===== src/rtl/uart_loader.sv =====
// uart_loader: boot-path command engine on the UART byte interface.
// Parses 'W' (write words), 'G' (release CPU) and replies with a status byte.
module uart_loader #(
   parameter int ADDR_W = 14
) (
   input  logic              clk,
   input  logic              reset,
   input  logic              rx_empty,
   input  logic [7:0]        r_data,
   output logic              rd_uart,
   input  logic              tx_full,
   output logic              wr_uart,
   output logic [7:0]        w_data,
   output logic              mem_we,
   output logic [ADDR_W-1:0] mem_addr,
   output logic [31:0]       mem_wdata,
   output logic              cpu_run,
   output logic              busy
);

   typedef enum logic [2:0] {
      IDLE    = 3'd0,
      W_ADDR0 = 3'd1,
      W_ADDR1 = 3'd2,
      W_COUNT = 3'd3,
      DATA    = 3'd4,
      WRITE   = 3'd5,
      ACK     = 3'd6
   } state_t;

   localparam logic [7:0] CMD_W   = 8'h57;
   localparam logic [7:0] CMD_G   = 8'h47;
   localparam logic [7:0] RSP_OK  = 8'h4B;
   localparam logic [7:0] RSP_BAD = 8'h3F;

   state_t              state_r;
   state_t              state_n;
   logic                pop_s;
   logic                push_s;
   logic [7:0]          addr_lo_r;
   logic [ADDR_W-1:0]   addr_r;
   logic [8:0]          cnt_r;
   logic [1:0]          idx_r;
   logic [31:0]         word_r;
   logic [7:0]          status_r;
   logic                mem_we_r;
   logic [ADDR_W-1:0]   mem_addr_r;
   logic [31:0]         mem_wdata_r;
   logic                cpu_run_r;
   logic                busy_r;

   // State register.
   always_ff @(posedge clk or posedge reset) begin
      if (reset) begin
         state_r <= IDLE;
      end else begin
         state_r <= state_n;
      end
   end

   // Next-state logic plus the rx pop / tx push handshakes.
   always_comb begin
      state_n = state_r;
      pop_s   = 1'b0;
      push_s  = 1'b0;
      case (state_r)
         IDLE: begin
            pop_s = !rx_empty;
            if (pop_s) begin
               if (r_data == CMD_W) begin
                  state_n = W_ADDR0;
               end else begin
                  state_n = ACK;
               end
            end else begin
               state_n = IDLE;
            end
         end
         W_ADDR0: begin
            pop_s = !rx_empty;
            if (pop_s) begin
               state_n = W_ADDR1;
            end else begin
               state_n = W_ADDR0;
            end
         end
         W_ADDR1: begin
            pop_s = !rx_empty;
            if (pop_s) begin
               state_n = W_COUNT;
            end else begin
               state_n = W_ADDR1;
            end
         end
         W_COUNT: begin
            pop_s = !rx_empty;
            if (pop_s) begin
               state_n = DATA;
            end else begin
               state_n = W_COUNT;
            end
         end
         DATA: begin
            pop_s = !rx_empty;
            if (pop_s && (idx_r == 2'd3)) begin
               state_n = WRITE;
            end else begin
               state_n = DATA;
            end
         end
         WRITE: begin
            if (cnt_r == 9'd1) begin
               state_n = ACK;
            end else begin
               state_n = DATA;
            end
         end
         ACK: begin
            push_s = !tx_full;
            if (push_s) begin
               state_n = IDLE;
            end else begin
               state_n = ACK;
            end
         end
         default: begin
            state_n = IDLE;
         end
      endcase
   end

   // Command datapath: header capture, word assembly, write strobe, status.
   always_ff @(posedge clk or posedge reset) begin
      if (reset) begin
         addr_lo_r   <= 8'h00;
         addr_r      <= '0;
         cnt_r       <= 9'd0;
         idx_r       <= 2'd0;
         word_r      <= 32'h0000_0000;
         status_r    <= 8'h00;
         mem_we_r    <= 1'b0;
         mem_addr_r  <= '0;
         mem_wdata_r <= 32'h0000_0000;
         cpu_run_r   <= 1'b0;
         busy_r      <= 1'b0;
      end else begin
         // WRITE always lasts exactly one cycle, so the strobe follows it.
         mem_we_r <= (state_n == WRITE);
         busy_r   <= (state_n != IDLE);
         case (state_r)
            IDLE: begin
               if (pop_s) begin
                  if (r_data == CMD_G) begin
                     cpu_run_r <= 1'b1;
                     status_r  <= RSP_OK;
                  end else if (r_data != CMD_W) begin
                     status_r  <= RSP_BAD;
                  end
               end
            end
            W_ADDR0: begin
               if (pop_s) begin
                  addr_lo_r <= r_data;
               end
            end
            W_ADDR1: begin
               // Received 16-bit address is truncated to the memory width.
               if (pop_s) begin
                  addr_r <= ADDR_W'({r_data, addr_lo_r});
               end
            end
            W_COUNT: begin
               // A count byte of zero stands for 256 words.
               if (pop_s) begin
                  cnt_r <= (r_data == 8'h00) ? 9'd256 : {1'b0, r_data};
                  idx_r <= 2'd0;
               end
            end
            DATA: begin
               // Little-endian: bytes shift in from the top, first ends at 7:0.
               if (pop_s) begin
                  word_r <= {r_data, word_r[31:8]};
                  idx_r  <= idx_r + 2'd1;
                  if (idx_r == 2'd3) begin
                     mem_wdata_r <= {r_data, word_r[31:8]};
                     mem_addr_r  <= addr_r;
                  end
               end
            end
            WRITE: begin
               addr_r <= addr_r + {{(ADDR_W-1){1'b0}}, 1'b1};
               cnt_r  <= cnt_r - 9'd1;
               if (cnt_r == 9'd1) begin
                  status_r <= RSP_OK;
               end
            end
            ACK: begin
               status_r <= status_r;
            end
            default: begin
               status_r <= status_r;
            end
         endcase
      end
   end

   assign rd_uart   = pop_s && !reset;
   assign wr_uart   = push_s;
   assign w_data    = status_r;
   assign mem_we    = mem_we_r;
   assign mem_addr  = mem_addr_r;
   assign mem_wdata = mem_wdata_r;
   assign cpu_run   = cpu_run_r;
   assign busy      = busy_r;

endmodule


===== config.mk =====
export PLATFORM = sky130hd
export DESIGN_NAME = uart_loader
export DESIGN_NICKNAME = d
export VERILOG_FILES = /design/src/rtl/uart_loader.sv
export SDC_FILE = /design/constraint.sdc
export NUM_CORES = 1
export LEC_CHECK = 0
export CAP_MARGIN = 20
export CORE_UTILIZATION = 54
export CTS_CLUSTER_DIAMETER = 60
export DETAILED_ROUTE_END_ITERATION = 6
export PLACE_DENSITY = 0.79
export SYNTH_ARGS = -nofsm -noshare
export SYNTH_HDL_FRONTEND = slang
export SYNTH_SLANG_ARGS = --single-unit

===== constraint.sdc =====
create_clock -name clk -period 5.2 [get_ports clk]
set_clock_uncertainty 0.2 [all_clocks]
set_input_delay 1.04 -clock clk [delete_from_list [all_inputs] [get_ports clk]]
set_output_delay 1.04 -clock clk [all_outputs]
set_load 0.005 [all_outputs]

* Word level (Yosys, flattened, before mapping)
Index checks and enable logic that the tools add are counted.
Cells by class: reduce and logical (&&, ||, !) cells 21, mux-type cells 24, add/sub/neg operators 3, eq/ne operators 18
Operators by type and width (number):
- $mux W8 | 4
- $pmux W14 S2 | 1
- $pmux W3 S7 | 1
- $mux W9 | 2
- $pmux W9 S2 | 1
- $eq A8 B7 Y1 const B | 2
- $pmux W8 S2 | 1
- $add A14 B1 Y14 const B | 1
- $mux W14 | 1
- $eq A3 B3 Y1 const B | 4
- $mux W3 | 4
- $ne A2 B2 Y1 const B | 5
- $eq A9 B1 Y1 const B | 1
- $reduce_and A3 Y1 | 3
- $sub A9 B1 Y9 const B | 1
- $logic_not A8 Y1 | 1
- $mux W2 | 4
- $ne A8 B7 Y1 const B | 1
- $reduce_and A2 Y1 | 4
- $reduce_bool A2 Y1 | 4
- $eq A3 B2 Y1 const B | 2
- $reduce_or A5 Y1 | 1
- $mux W1 | 4
- $pmux W2 S2 | 1
- other kinds (9) | 12
Storage, ports and cells: input bits 12, output and inout port bits 59, word-level logic and storage cells 78, register bits after elaboration 125

* Depth between registers and ports, before layout
Gate-level depths: netlist of the first run.
depth after elaboration 5, depth in mapped cells 7

* Least setup slack after synthesis of the first run
OpenSTA, ideal clock, no wires.
path type input port to output port, start in rx_empty, end out rd_uart, setup slack 2.561 ns, path buffers 1, stages 2, arrival 1.399 ns, path through buf_2 > nor3_1
Between the ends: longest elaborated chain between the ends 3
Ends and longest elaborated chain:
- start, declared | RTL line 8 | input logic rx_empty,
- $logic_not A1 Y1
- $mux W1
- $logic_and A1 B1 Y1 | RTL line 207 | assign rd_uart = pop_s && !reset;
- end, declared | RTL line 10 | output logic rd_uart,
No other way between the ends.

* Worst setup path in the final report of the first run
Same ends and word-level chain as after synthesis.

==> results.md, run 1 <==
* Sequential share of the synthesized area at 57.45%
* Drt via density at 5.926
* Vias in the first global route at 3230
* Clock Root Buffer: clkbuf_8
* Xor/xnor share of the synthesized area at 0%
* Busiest grt layer: met2
* Most frequent CP cell: clkdlybuf4s50_1
* Required @ worst endpoint at 3960 ps
* CP peak stage delay at 640 ps
* DR vias at 3354
* Slew Limit Fails at 0
* Initial antenna violation count at 0
* Complex-gate fraction of the synthesized area at 9.054%
* Post-Synthesis Net Count at 408
* Post-route cell area at 5813 µm²
* PwrDens at 588.0 nW/µm²
* Inserted Clock Buffers at 9
* Main combinational cell family by area after synthesis: multiplexers
* Die Width at 97.05 µm
* RSZ-0062 raised after global routing: false
* Final TNS setup at 0 ps
* Core ar. at 8721 µm²
* Placed Area at 5614 µm²
* Layout cells sized above 1 at 13.97%
* Grt total ovfl at 0
* Clock Latency Late Sink at 370 ps
* Met2 Usage GRT at 35.97%
* Kind of critical path: in2out
* Worst hold path class: reg2reg
* Worst-Margin Slew at 968.2 ps
* Crit Path Max Fanout at 12
* Post-route non-filler standard cell count at 566
* CTS tree: built
* Max-slew headroom at 35.26%
* Drt wl/cell at 17.65 µm
* Final number of setup-violating endpoints at 0
* Die Y at 97.05 µm
* Sink Count at 112
* Top FF cell, synth: dfrtp_1
* Inserted Diodes at 0
* Library cells used by synthesis at 52
* CTS max path bufs at 2
* Setup crit end kind: output port
* Synth Area in Simple Gates at 11.44%
* Met3 usage in global routing at 3.525%
* Mapped Cells at 392
* Die area at 9419 µm²
* Startpoint types: input port
* DRT Pass-1 Iters at 5
* Fin crit share at 71.34%
* Static leakage at 2.482 nW
* M1 GR Usage at 31.79%
* Status: finished, final reports clean
* Layout area overhead at 19.16%
* Detailed-route DRC error count at 0
* Starting Density at 55.94%
* Synth Area in Adders at 1.026%
* Critical path, cell by cell: clkdlybuf4s50_1 -> nor3_1 -> clkdlybuf4s50_1
* Critical Path AT at 2470 ps
* Number of port buffers at 69
* EDFF count, synth at 0
* Final min period at 3710 ps
* Filler Cells Inserted at 662
* Clock Pin Slew Worst Setup and Hold Paths at 110 ps
* Antenna Nets Post-Route at 0
* First-pass GRT wire length at 16760 µm
* Post-synthesis register bit count at 112
* CTS H-tree lvls at 3
* Reg2reg setup slack at 2260 ps
* Postcts setup bufs at 0
* Mapped Area at 4878 µm²
* Peak supply drop at 0.0002746 V
* Yosys synthesis warning count at 0
* Iter 0 DRT Violations at 205
* Hold Buf Count CTS at 0
* Max Freq at 0.2696 GHz
* Slowest CP cell: clkdlybuf4s50_1
* Average size of a mapped cell at 12.44 µm²
* Cell row count at 34
* Final WS setup at 1490 ps
* Mux contribution to synthesized area at 17.31%
* # Max-Cap Violations at 0
* Final Hold Viols at 0
* Post-Route WL at 9990 µm
* Place WS at 1219 ps
* Resize count post-CTS at 0
* Placer Congestion at 0.8386
* Async S/R FF share, synth at 100.0%
* DP HPWL at 6754 µm
* Final nets at 469
* Overall global routing resource usage at 22.44%
* Largest net degree at the start of global routing at 56
* Placed cell count at 550
* Top-level I/O count at 71
[critical path, delay by kind of cell]
family,cells,cell delay [ps]
buf+inv,2,1160
simple gates,1,260
[cell type report]
type | instances | area (µm²) | area share (%)
clock buffers | 9 | 123.9 | 2.131
clock inverters | 7 | 75.07 | 1.291
well taps | 108 | 135.1 | 2.325
repair buffers | 74 | 728.2 | 12.53
multi-input cells | 244 | 1901 | 32.69
flip-flops and latches | 112 | 2803 | 48.21
inverters | 12 | 47.55 | 0.8179
[per-layer routing]
| metal | wire, µm | up-vias |
|---|---|---|
| li1 | - | 1542 |
| met1 | 4395 | 1686 |
| met2 | 4939 | 115 |
| met3 | 533 | 11 |
| met4 | 121 | 0 |
| met5 | 0 | - |
[worst paths after layout]
kind                             from       endpoint  cells past startpoint
max                          rx_empty        rd_uart                      3
min                           cpu_run        cpu_run                      1
max reg2reg                state_r[2]    mem_addr[1]                      5
min reg2reg                   cpu_run        cpu_run                      1
max in group asynchronous       reset       cnt_r[8]                      3
min in group asynchronous       reset  mem_wdata[16]                      2
[stage by stage]
stage | power (mW) | hold WS (ps) | utilization, %
after floorplan | 2.311 | 251.0 | -
after global placement | 2.863 | 246.1 | 64.38
after detailed placement | 2.931 | 271.2 | 64.38
after CTS | 3.442 | 294.0 | 66.66
after global routing | 3.647 | 307.6 | 66.66
final | 3.418 | 286.3 | 66.66
[sequential cells by signal, indices dropped and copies added, names as in the netlist, 2 cells and up]
name	flops
addr_lo_r	8
addr_r	14
cnt_r	9
idx_r	2
mem_addr	14
mem_wdata	32
state_r	3
w_data	3
word_r	24
[placed cells by master, fill, tap and decap left out, types with 9 or more instances in the layout]
cell type	n
mux2_1	41
inv_1	11
a21oi_1	12
clkbuf_8	9
nor2_1	22
nand2_1	28
clkdlybuf4s50_1	69
mux2_2	34
dfrtp_1	112
o21ai_0	12
[kinds of logic (layout without fill, tap and decap cells)]
family,after synthesis,count (layout)
other,1,1
AND/OR/NAND/NOR,100,100
AO/OA/AOI/OAI,64,64
adder cells (fa/ha/maj),4,4
flip-flops,112,112
buffers and inverters,36,102
multiplexers,75,75
[power by group]
group | internal [mW] | total [mW] | switching (mW)
clock network | 0.190 | 0.508 | 0.318
logic | 0.788 | 1.29 | 0.503
registers | 1.30 | 1.62 | 0.324
[cell usage after synthesis, drive strengths merged (3+ instances only)]
| cell | instances | area share (%) |
|---|---|---|
| dfrtp | 112 | 57 |
| nand2 | 29 | 2.2 |
| a211oi | 4 | 0.62 |
| o211ai | 5 | 0.77 |
| o21ai | 12 | 1.2 |
| nor4 | 6 | 1.2 |
| nor2 | 23 | 1.9 |
| nand3b | 3 | 0.46 |
| a21o | 4 | 0.62 |
| nor3 | 7 | 0.72 |
| nor4b | 3 | 0.97 |
| nand3 | 8 | 0.82 |
| buf | 18 | 2.3 |
| a21oi | 12 | 1.2 |
| mux2 | 75 | 17 |
| ha | 4 | 1.0 |
| inv | 12 | 0.92 |
| or3 | 3 | 0.38 |
| a311oi | 8 | 1.4 |
| clkbuf | 6 | 0.46 |
| nand2b | 3 | 0.38 |
| or4 | 4 | 0.62 |
| a31oi | 3 | 0.38 |
Power figures use the tool's default switching activity.
==> run 2: changes to the inputs <==
Clock period 5.2 ns to 3.6 ns, I/O delays scaled along.
==> results.md, run 2 (synthesized netlist as in run 1, its figures left out) <==
* Status: finished, final reports clean (unchanged)
* Setup crit end kind: output port (unchanged)
* Fin crit share at 85.31%
* Max FFs per register at 32 (unchanged)
* Required @ worst endpoint at 2680 ps (was 3960 ps)
* Met3 usage in global routing at 4.173% (was 3.525%)
* Post-route non-filler standard cell count at 570 (was 566)
* Most frequent cells in the layout: dfrtp_1 (112), clkdlybuf4s50_1 (69), mux2_1 (41), mux2_2 (34), nand2_1 (28) (unchanged)
* Starting Density at 55.94% (unchanged)
* Clock Root Buffer: clkbuf_8 (unchanged)
* Multi-input gate area at 1901 µm² (unchanged)
* Detailed-route DRC error count at 0 (unchanged)
* CTS H-tree lvls at 3 (unchanged)
* Top-level I/O count at 71 (unchanged)
* Kind of critical path: in2out (unchanged)
* Max Freq at 0.3256 GHz
* Layout area overhead at 20.26% (was 19.16%)
* Reg2reg start: state_r[0] (was state_r[2])
* Postcts setup bufs at 0 (unchanged)
* RSZ-0062 raised after global routing: false (unchanged)
* R2r endpoint: addr_r[8] (was mem_addr[1])
* Largest net degree at the start of global routing at 113 (was 56)
* Iter 0 DRT Violations at 168 (was 205)
* Clock Pin Slew Worst Setup and Hold Paths at 110 ps (about the same)
* DRT Pass-1 Iters at 4 (was 5)
* Antenna Nets Post-Route at 0 (unchanged)
* Reg2reg setup slack at 1150 ps (was 2260 ps)
* Sink Count at 112 (unchanged)
* # Max-Cap Violations at 0 (unchanged)
* CTS tree: built (unchanged)
* Final nets at 473 (was 469)
* Number of port buffers at 69 (unchanged)
* FF/Latch Area at 2803 µm² (unchanged)
* Hold Buf Count CTS at 0 (unchanged)
* Die Width at 97.05 µm (unchanged)
* Critical Path AT at 2150 ps (was 2470 ps)
* Final WS setup at 528.9 ps (was 1490 ps)
* Post-route cell area at 5867 µm² (was 5813 µm²)
* Placed Area at 5670 µm² (was 5614 µm²)
* Final Hold Viols at 0 (unchanged)
* DR vias at 3356 (was 3354)
* Resize count post-CTS at 0 (unchanged)
* Worst hold path class: reg2reg (unchanged)
* Place WS at 528.4 ps (was 1219 ps)
* R2R depth at 4 (was 5)
* PwrDens at 846.7 nW/µm² (was 588.0 nW/µm²)
* Worst Hold Depth at 1 (unchanged)
* Filler Cells Inserted at 643 (was 662)
* M1 GR Usage at 30.88% (was 31.79%)
* Die area at 9419 µm² (unchanged)
* Vias in the first global route at 3369 (was 3230)
* Commonest non-fill, non-tap cell in the layout: dfrtp_1 (unchanged)
* Inserted Diodes at 0 (unchanged)
* Final TNS setup at 0 ps (unchanged)
* Post-Route WL at 9932 µm (was 9990 µm)
* Clock Latency Late Sink at 380 ps (was 370 ps)
* Slew Limit Fails at 0 (unchanged)
* Critical path startpoint: rx_empty (unchanged)
* Crit Path Max Fanout at 12 (unchanged)
* Overall global routing resource usage at 22.66% (was 22.44%)
* Final min period at 3071 ps
* First-pass GRT wire length at 16930 µm (was 16760 µm)
* Static leakage at 2.508 nW (was 2.482 nW)
* Hold path startpoint: cpu_run (unchanged)
* Met2 Usage GRT at 36.08% (was 35.97%)
* Placer Congestion at 0.9131 (was 0.8386)
* Placed cell count at 554 (was 550)
* Peak supply drop at 0.0004702 V (was 0.0002746 V)
* Initial antenna violation count at 0 (unchanged)
* Final number of setup-violating endpoints at 0 (unchanged)
* Startpoint types: input port (unchanged)
* Max-slew headroom at 60.54% (was 35.26%)
* Drt via density at 5.888 (was 5.926)
* Layout cells sized above 1 at 14.72% (was 13.97%)
* DP HPWL at 6651 µm (was 6754 µm)
* Core ar. at 8721 µm² (unchanged)
* Grt total ovfl at 0 (unchanged)
* Worst-Margin Slew at 590.1 ps (was 968.2 ps)
* Drt wl/cell at 17.42 µm (was 17.65 µm)
* Critical Path End: rd_uart (unchanged)
* Busiest grt layer: met2 (unchanged)
* CTS max path bufs at 2 (unchanged)
* Cell row count at 34 (unchanged)
* Inserted Clock Buffers at 9 (unchanged)
* Die Y at 97.05 µm (unchanged)
-- run 2: changes by cell type in the layout (fill, tap and decap cells not counted) --
cell,delta
inv_4,-1
buf_4,+2
clkinv_8,-1
clkinvlp_4,+1
buf_12,+2
clkinv_4,-1
inv_8,+2
-- run 2: worst min-delay path by stage --
stage / to / slack (ps)
after global placement: cpu_run / 240
after global routing: cpu_run / 280
after floorplan: cpu_run / 250
after CTS: cpu_run / 270
final: cpu_run / 270
after detailed placement: cpu_run / 250
-- run 2: through the flow --
| stage | power, mW | utilization, % | hold WS [ps] |
|---|---|---|---|
| 5_1_grt | 5.313 | 67.27 | 280.4 |
| 3_5_place_dp | 4.261 | 65.02 | 249.6 |
| 3_3_place_gp | 4.152 | 65.02 | 243.5 |
| 6_report | 4.968 | 67.27 | 268.1 |
| 2_1_floorplan | 3.339 | - | 251.0 |
| 4_1_cts | 5.011 | 67.27 | 274.3 |
-- run 2: routing by layer --
layer	vias up	wire length, µm	part of all wire, %
met5	-	0	0
met4	0	253	2.5
met3	21	445	4.5
met2	100	4790	48
met1	1694	4443	45
li1	1541	-	-
-- run 2: final cells by class --
cell class	instances	area share [%]
Timing Repair Buffer	78	13.35
Clock inverter	7	1.237
Sequential cell	112	47.77
Clock buffer	9	2.111
Multi-Input combinational cell	244	32.39
Tap cell	108	2.303
Inverter	12	0.8317
-- run 2: worst max-delay path, stage by stage --
cell,delay [ps]
clkdlybuf4s50_1,640
nor3_1,270
clkdlybuf4s50_1,520
-- run 2: report_power, final --
part           internal (mW)  switching, mW  total, mW
registers               1.87          0.464       2.34
logic                   1.15          0.736       1.89
clock network          0.276          0.465      0.741
